$ cat config.mk
export PLATFORM = sky130hd
export DESIGN_NAME = display_scheduler
export DESIGN_NICKNAME = d
export VERILOG_FILES = /design/src/rtl/display_pkg.sv /design/src/rtl/rr_arbiter.sv /design/src/rtl/display_scheduler.sv
export SDC_FILE = /design/constraint.sdc
export NUM_CORES = 1
export LEC_CHECK = 0
export CORE_AREA = 2 2 99 101
export DETAILED_ROUTE_END_ITERATION = 16
export DIE_AREA = 0 0 101 103
export PLACE_DENSITY = 0.84
export SLEW_MARGIN = 20
export SYNTH_ARGS = -nofsm -noshare
export SYNTH_HDL_FRONTEND = slang
export SYNTH_SLANG_ARGS = --single-unit
$ cat constraint.sdc
create_clock -name clk -period 3.95 [get_ports clk]
set_input_delay 0.79 -clock clk [delete_from_list [all_inputs] [get_ports clk]]
set_output_delay 0.79 -clock clk [all_outputs]
set_load 0.05 [all_outputs]
$ cat src/rtl/display_pkg.sv
// display_pkg: shared scheduler states and seven-segment display constants
package display_pkg;

    typedef enum logic [1:0] {IDLE, LATCH, SHOW, HOLD} state_t;

    localparam logic [3:0]  DIGIT_BLANK = 4'hF;
    localparam logic [3:0]  DIGIT_C     = 4'hC;
    localparam logic [35:0] BLANK_WORD  = {DIGIT_BLANK, {8{DIGIT_BLANK}}};

endpackage

$ cat src/rtl/rr_arbiter.sv
// rr_arbiter: combinational round-robin pick starting just above ptr, wrapping
// Ports: req (N requests), ptr (last granted index), gnt (one-hot pick),
//        gnt_idx (binary pick), any (at least one request set)
module rr_arbiter
    import display_pkg::*;
#(
    parameter int N = 3
) (
    input  logic [N-1:0] req,
    input  logic [3:0]   ptr,
    output logic [N-1:0] gnt,
    output logic [3:0]   gnt_idx,
    output logic         any
);

    logic [3:0] idx_hi, idx_lo;
    logic       any_hi, any_lo;

    // Scanning downward lets the lowest index in each half win; indices
    // above ptr outrank those at or below it, giving the wrap-around order.
    always_comb begin
        idx_hi = '0;
        idx_lo = '0;
        any_hi = 1'b0;
        any_lo = 1'b0;
        for (int j = N - 1; j >= 0; j--) begin
            if (req[j] && 4'(j) > ptr) begin
                idx_hi = 4'(j);
                any_hi = 1'b1;
            end
            if (req[j] && 4'(j) <= ptr) begin
                idx_lo = 4'(j);
                any_lo = 1'b1;
            end
        end
        any     = any_hi | any_lo;
        gnt_idx = any_hi ? idx_hi : idx_lo;
        gnt     = any ? N'(1) << gnt_idx : '0;
    end

endmodule

$ cat src/rtl/display_scheduler.sv
// display_scheduler: round-robin time-sharing of the 8-digit display with dwell and scan tick
// Ports: clk, rst (async active-low), req/data (per-source level request and
//        32-bit packed-nibble word), ack (one-cycle capture pulse),
//        ram ({source index, displayed word}), busy (LATCH/SHOW), scan_en (digit tick)
module display_scheduler
    import display_pkg::*;
#(
    parameter int N_SRC     = 3,
    parameter int DWELL_CYC = 50_000_000,
    parameter int SCAN_DIV  = 10_000
) (
    input  logic                 clk,
    input  logic                 rst,
    input  logic [N_SRC-1:0]     req,
    input  logic [32*N_SRC-1:0]  data,
    output logic [N_SRC-1:0]     ack,
    output logic [35:0]          ram,
    output logic                 busy,
    output logic                 scan_en
);

    localparam int DW = $clog2(DWELL_CYC);
    localparam int SW = $clog2(SCAN_DIV);

    state_t           state_q, state_d;
    logic [3:0]       ptr_q, ptr_d, gidx_q, gidx_d;
    logic [N_SRC-1:0] goh_q, goh_d, ack_q, ack_d;
    logic [35:0]      ram_q, ram_d;
    logic             busy_q, busy_d, scan_en_q, scan_en_d;
    logic [DW-1:0]    dwell_q, dwell_d;
    logic [SW-1:0]    scan_q, scan_d;

    logic [N_SRC-1:0] pick_oh;
    logic [3:0]       pick_idx;
    logic             pick_any;
    logic [31:0]      word;
    logic             dwell_end, scan_end;

    rr_arbiter #(.N(N_SRC)) u_arb (
        .req     (req),
        .ptr     (ptr_q),
        .gnt     (pick_oh),
        .gnt_idx (pick_idx),
        .any     (pick_any)
    );

    // The registered one-hot grant selects the word to capture.
    always_comb begin
        word = '0;
        for (int i = 0; i < N_SRC; i++)
            if (goh_q[i]) word = data[32*i +: 32];
    end

    assign dwell_end = dwell_q == DW'(DWELL_CYC - 1);
    assign scan_end  = scan_q == SW'(SCAN_DIV - 1);

    // A new grant is taken from IDLE, HOLD, or the final SHOW cycle; the
    // capture and ack follow one edge later in LATCH.
    always_comb begin
        state_d = state_q;
        ptr_d   = ptr_q;
        gidx_d  = gidx_q;
        goh_d   = goh_q;
        ram_d   = ram_q;
        ack_d   = '0;
        dwell_d = dwell_q;
        if (state_q == LATCH) begin
            ram_d   = {gidx_q, word};
            ack_d   = goh_q;
            dwell_d = '0;
            state_d = SHOW;
        end else if (state_q == SHOW && !dwell_end) begin
            dwell_d = dwell_q + 1'b1;
        end else if (pick_any) begin
            state_d = LATCH;
            ptr_d   = pick_idx;
            gidx_d  = pick_idx;
            goh_d   = pick_oh;
        end else if (state_q == SHOW) begin
            state_d = HOLD;
        end
        busy_d    = state_d == LATCH || state_d == SHOW;
        scan_d    = scan_end ? '0 : scan_q + 1'b1;
        scan_en_d = scan_end;
    end

    always_ff @(posedge clk or negedge rst) begin
        if (!rst) begin
            state_q   <= IDLE;
            ptr_q     <= 4'(N_SRC - 1);
            gidx_q    <= '0;
            goh_q     <= '0;
            ram_q     <= BLANK_WORD;
            ack_q     <= '0;
            busy_q    <= 1'b0;
            dwell_q   <= '0;
            scan_q    <= '0;
            scan_en_q <= 1'b0;
        end else begin
            state_q   <= state_d;
            ptr_q     <= ptr_d;
            gidx_q    <= gidx_d;
            goh_q     <= goh_d;
            ram_q     <= ram_d;
            ack_q     <= ack_d;
            busy_q    <= busy_d;
            dwell_q   <= dwell_d;
            scan_q    <= scan_d;
            scan_en_q <= scan_en_d;
        end
    end

    assign ack     = ack_q;
    assign ram     = ram_q;
    assign busy    = busy_q;
    assign scan_en = scan_en_q;

endmodule

==> flow_summary.rst <==
.. list-table::
   :header-rows: 1

   * - Metric
     - Value
   * - Wire length per cell
     - ~18 µm
   * - Gate count of the mapped netlist
     - 500
   * - Antenna diode instance count
     - 0
   * - CP Data Arrival Time
     - around 1700 ps
   * - Final Cycle Share
     - 63.94%
   * - Final-report max-slew violation count
     - 0
   * - CTS root buffer
     - sky130_fd_sc_hd__clkbuf_8
   * - Routed wl met2
     - a little under 7000 µm
   * - Via count of the first global-routing pass
     - 4089
   * - Highest routed layer
     - met4
   * - Fraction of synthesized cell area taken by the top area cell type
     - 28.21%
   * - Cell accounting for the most synthesized area
     - sky130_fd_sc_hd__dfrtp_1
   * - Most used DFF post-synth
     - sky130_fd_sc_hd__dfrtp_1
   * - Setup Viol. Count Final
     - 0
   * - Fin Setup TNS
     - 0 ps
   * - Die area
     - between 0.01 and 0.015 mm²
   * - Number of buffers on the longest clock path
     - 2
   * - Lkg Pwr
     - roughly 2.6 nW
   * - Number of buffers inserted to repair setup after CTS
     - 0
   * - Final Hold Fails
     - 0
   * - Met3 routed WL
     - around 810 µm
   * - Largest stage delay, worst path
     - around 840 ps
   * - Final wirelength
     - 13320 µm
   * - Average instance area after synthesis
     - about 9.2 µm²
   * - Async set or reset register ratio after synthesis
     - between 90% and 100%
   * - WL met1
     - approximately 5500 µm
   * - H-tree depth
     - 3
   * - HPWL reported at the end of detailed placement
     - around 9600 µm
   * - Area of the mapped netlist
     - 0.004613 mm²
   * - TritonRoute pass-1 iters
     - 5
   * - Max-Cap Viols
     - 0
   * - FMAX
     - 395.9 MHz
   * - Warnings, synthesis
     - 0
   * - Number of antenna violations at the first check in global routing
     - 0
   * - Maximum ir drop on the vdd rail
     - approximately 180 µV
   * - Cell row count
     - 36
   * - Sequential share of the synthesized area
     - 48.71%
   * - Worst endpoint required time
     - 3160 ps
   * - Synth top area cells
     - sky130_fd_sc_hd__dfrtp_1 28%, sky130_fd_sc_hd__dfstp_2 21%, sky130_fd_sc_hd__o21ai_0 8.9%
   * - Hold bufs inserted after CTS
     - 0
   * - Number of register bits inferred by synthesis
     - approximately 90
   * - Setup repair after global routing missed its margin
     - no
   * - CTS buffer count
     - 9
   * - Worst-Skew Late Latency
     - 360 ps
   * - Floorplan die height
     - between 100 and 150 µm
   * - CTS tree
     - yes
   * - Core Footprint
     - approximately 0.0095 mm²
   * - Power per cell area
     - roughly 270 mW/mm²
   * - Slew @ Worst Pin
     - roughly 970 ps
   * - Worst Setup Path Type
     - reg -> out
   * - Starting DRT DRC Count
     - about 300
   * - Post-synth cell types
     - 48
   * - Floorplan die width
     - 101 µm
   * - Number of DRC violations after detailed routing
     - 0
   * - List of cells traversed by the critical path
     - clkdlybuf4s50_1
   * - Number of gates resized after cts
     - 0
   * - Final period demand of the worst path
     - 2526 ps
   * - Pin count of the biggest net entering global routing
     - just over 80
   * - Vias
     - 4414
   * - Hold crit path type
     - reg -> reg
   * - Post-synthesis to final-layout area growth
     - 36.26%
   * - Family with the most delay on the worst path
     - buffers and inverters
   * - Max-Slew Margin vs Limit
     - between 30 and 40%
   * - Fraction of final layout cells sized beyond drive strength 1
     - 11.00%
   * - Outcome
     - completed
   * - Least setup slack across all paths after layout
     - approximately 1400 ps
   * - Number of instances in the placed design
     - ~730
   * - Launching element type of the critical path
     - flop
   * - Remaining global-route overflow
     - 0
   * - Syn nets
     - roughly 600
   * - Effective utilization at floorplan
     - about half
   * - Total of buffers placed on input and output ports
     - about 140
   * - Number of placed I/O pins
     - roughly 140
   * - Clock-pin slew reported for the worst setup and hold paths after clock tree synthesis
     - approximately 90 ps
   * - Total GRT Usage
     - between 20% and 30%
   * - Critical-path maximum fanout
     - 2
   * - Vias/cell
     - 5.957
   * - Final antenna-violating net count
     - 0
   * - Slowest-stage cell, CP
     - sky130_fd_sc_hd__clkdlybuf4s50_1
   * - Routability congestion estimate
     - around 0.92
   * - Skew final
     - about 12 ps
   * - CP Buf/Inv Count
     - 1
   * - Capturing element type of the critical path
     - output pin
   * - Wire length of the first global-routing pass
     - about 20000 µm
   * - Worst setup timing slack at the placement stage
     - 1601 ps
   * - Clk sinks
     - between 80 and 90
   * - Final net count
     - 725
   * - Final Non-Filler Cells
     - approximately 740
   * - EDFF count, synth
     - 0
[per-layer routing]
layer  track usage, %  vias to the layer above
li1                 -                     2099
met1            32.85                     2133
met2            42.26                      164
met3            4.678                       18
met4            7.173                        0
met5                0                        -
[power by group]
| group | switching (W) | internal (W) | total, W |
|---|---|---|---|
| registers | 0.000000714 | 0.000903 | 0.000903 |
| clock network | 0.000342 | 0.000299 | 0.000641 |
| logic | 0.0000453 | 0.000106 | 0.000151 |
| total | 0.000388 | 0.00131 | 0.00170 |
[cell usage in the layout, fill, tap and decap left out, types with 6 or more instances in the layout]
cell	Yosys	layout
sky130_fd_sc_hd__clkbuf_8	0	9
sky130_fd_sc_hd__a221o_1	39	39
sky130_fd_sc_hd__nor4_1	9	9
sky130_fd_sc_hd__xnor2_1	10	10
sky130_fd_sc_hd__and3_1	8	8
sky130_fd_sc_hd__nor2_1	27	27
sky130_fd_sc_hd__nor3_1	7	7
sky130_fd_sc_hd__a21oi_1	14	14
sky130_fd_sc_hd__o311ai_0	6	6
sky130_fd_sc_hd__clkdlybuf4s50_1	0	140
sky130_fd_sc_hd__nand2_1	73	72
sky130_fd_sc_hd__dfstp_2	36	36
sky130_fd_sc_hd__buf_4	1	10
sky130_fd_sc_hd__nand3_1	17	17
sky130_fd_sc_hd__nand4_1	13	13
sky130_fd_sc_hd__dfrtp_1	52	52
sky130_fd_sc_hd__o21ai_0	82	82
sky130_fd_sc_hd__inv_1	6	6
sky130_fd_sc_hd__xor2_1	8	8
[flip-flops by register name (all words and copies together) (netlist names)]
signal   flops
scan_en      1
goh_q        3
ptr_q        1
ack          3
ram         35
dwell_q     26
gidx_q       2
busy         1
scan_q      14
state_q      2
[final cells by class]
cell class	instances	area (µm²)
inverter	8	30.03
timing repair buffer	150	1476
sequential	88	2247
clock inverter	7	78.83
tap	114	142.6
multi-input combinational	365	2187
fill	748	3173
clock buffer	9	123.9
[path summary, 6_finish.rpt]
kind	start	end	slack [ps]	cells after the start
max in group asynchronous	rst	state_q[1]$_DFF_PN0_	2640	2
min in group asynchronous	rst	scan_en$_DFF_PN0_	580	1
hold / removal	ram[32]$_DFFE_PN1P_	ram[32]$_DFFE_PN1P_	470	2
setup reg to reg	state_q[0]$_DFF_PN0_	ram[10]$_DFFE_PN1P_	1550	3
hold reg to reg	ram[32]$_DFFE_PN1P_	ram[32]$_DFFE_PN1P_	470	2
setup / recovery	ram[18]$_DFFE_PN1P_	ram[18]	1420	1
[Yosys cell counts (4+ instances only)]
cell	number
sky130_fd_sc_hd__nand4_1	13
sky130_fd_sc_hd__nor2_1	27
sky130_fd_sc_hd__xor2_1	8
sky130_fd_sc_hd__o21ai_0	82
sky130_fd_sc_hd__nor4_1	9
sky130_fd_sc_hd__nand2_1	73
sky130_fd_sc_hd__o311ai_0	6
sky130_fd_sc_hd__nand3_1	17
sky130_fd_sc_hd__and4_1	4
sky130_fd_sc_hd__xnor2_1	10
sky130_fd_sc_hd__dfrtp_1	52
sky130_fd_sc_hd__nor3_1	7
sky130_fd_sc_hd__and3_1	8
sky130_fd_sc_hd__a221o_1	39
sky130_fd_sc_hd__nor2b_1	5
sky130_fd_sc_hd__a21oi_1	14
sky130_fd_sc_hd__dfstp_2	36
sky130_fd_sc_hd__clkbuf_1	34
sky130_fd_sc_hd__inv_1	6
[logic make-up (layout without fill, tap and decap cells)]
group / Yosys count / count (layout) / share of synthesized area (%)
AO/OA/AOI/OAI: 160 / 160 / 23.43
AND/OR/NAND/NOR: 185 / 185 / 19.91
flip-flops: 88 / 88 / 48.71
XOR/XNOR: 18 / 18 / 3.417
buffers and inverters: 47 / 174 / 3.987
adder cells (fa/ha/maj): 2 / 2 / 0.5424
[stage by stage]
step	util, %	instance area, µm²	hold WS, ps	total power [W]
floorplan	-	4613	454.7	0.0009464
global placement	64.31	6083	449.9	0.001068
detailed placement	64.31	6083	459.0	0.001071
CTS	66.46	6286	475.8	0.001707
global route	66.46	6286	497.2	0.001763
finish	66.46	6286	468.2	0.001696
No activity file was read; power rests on OpenSTA's default activity.
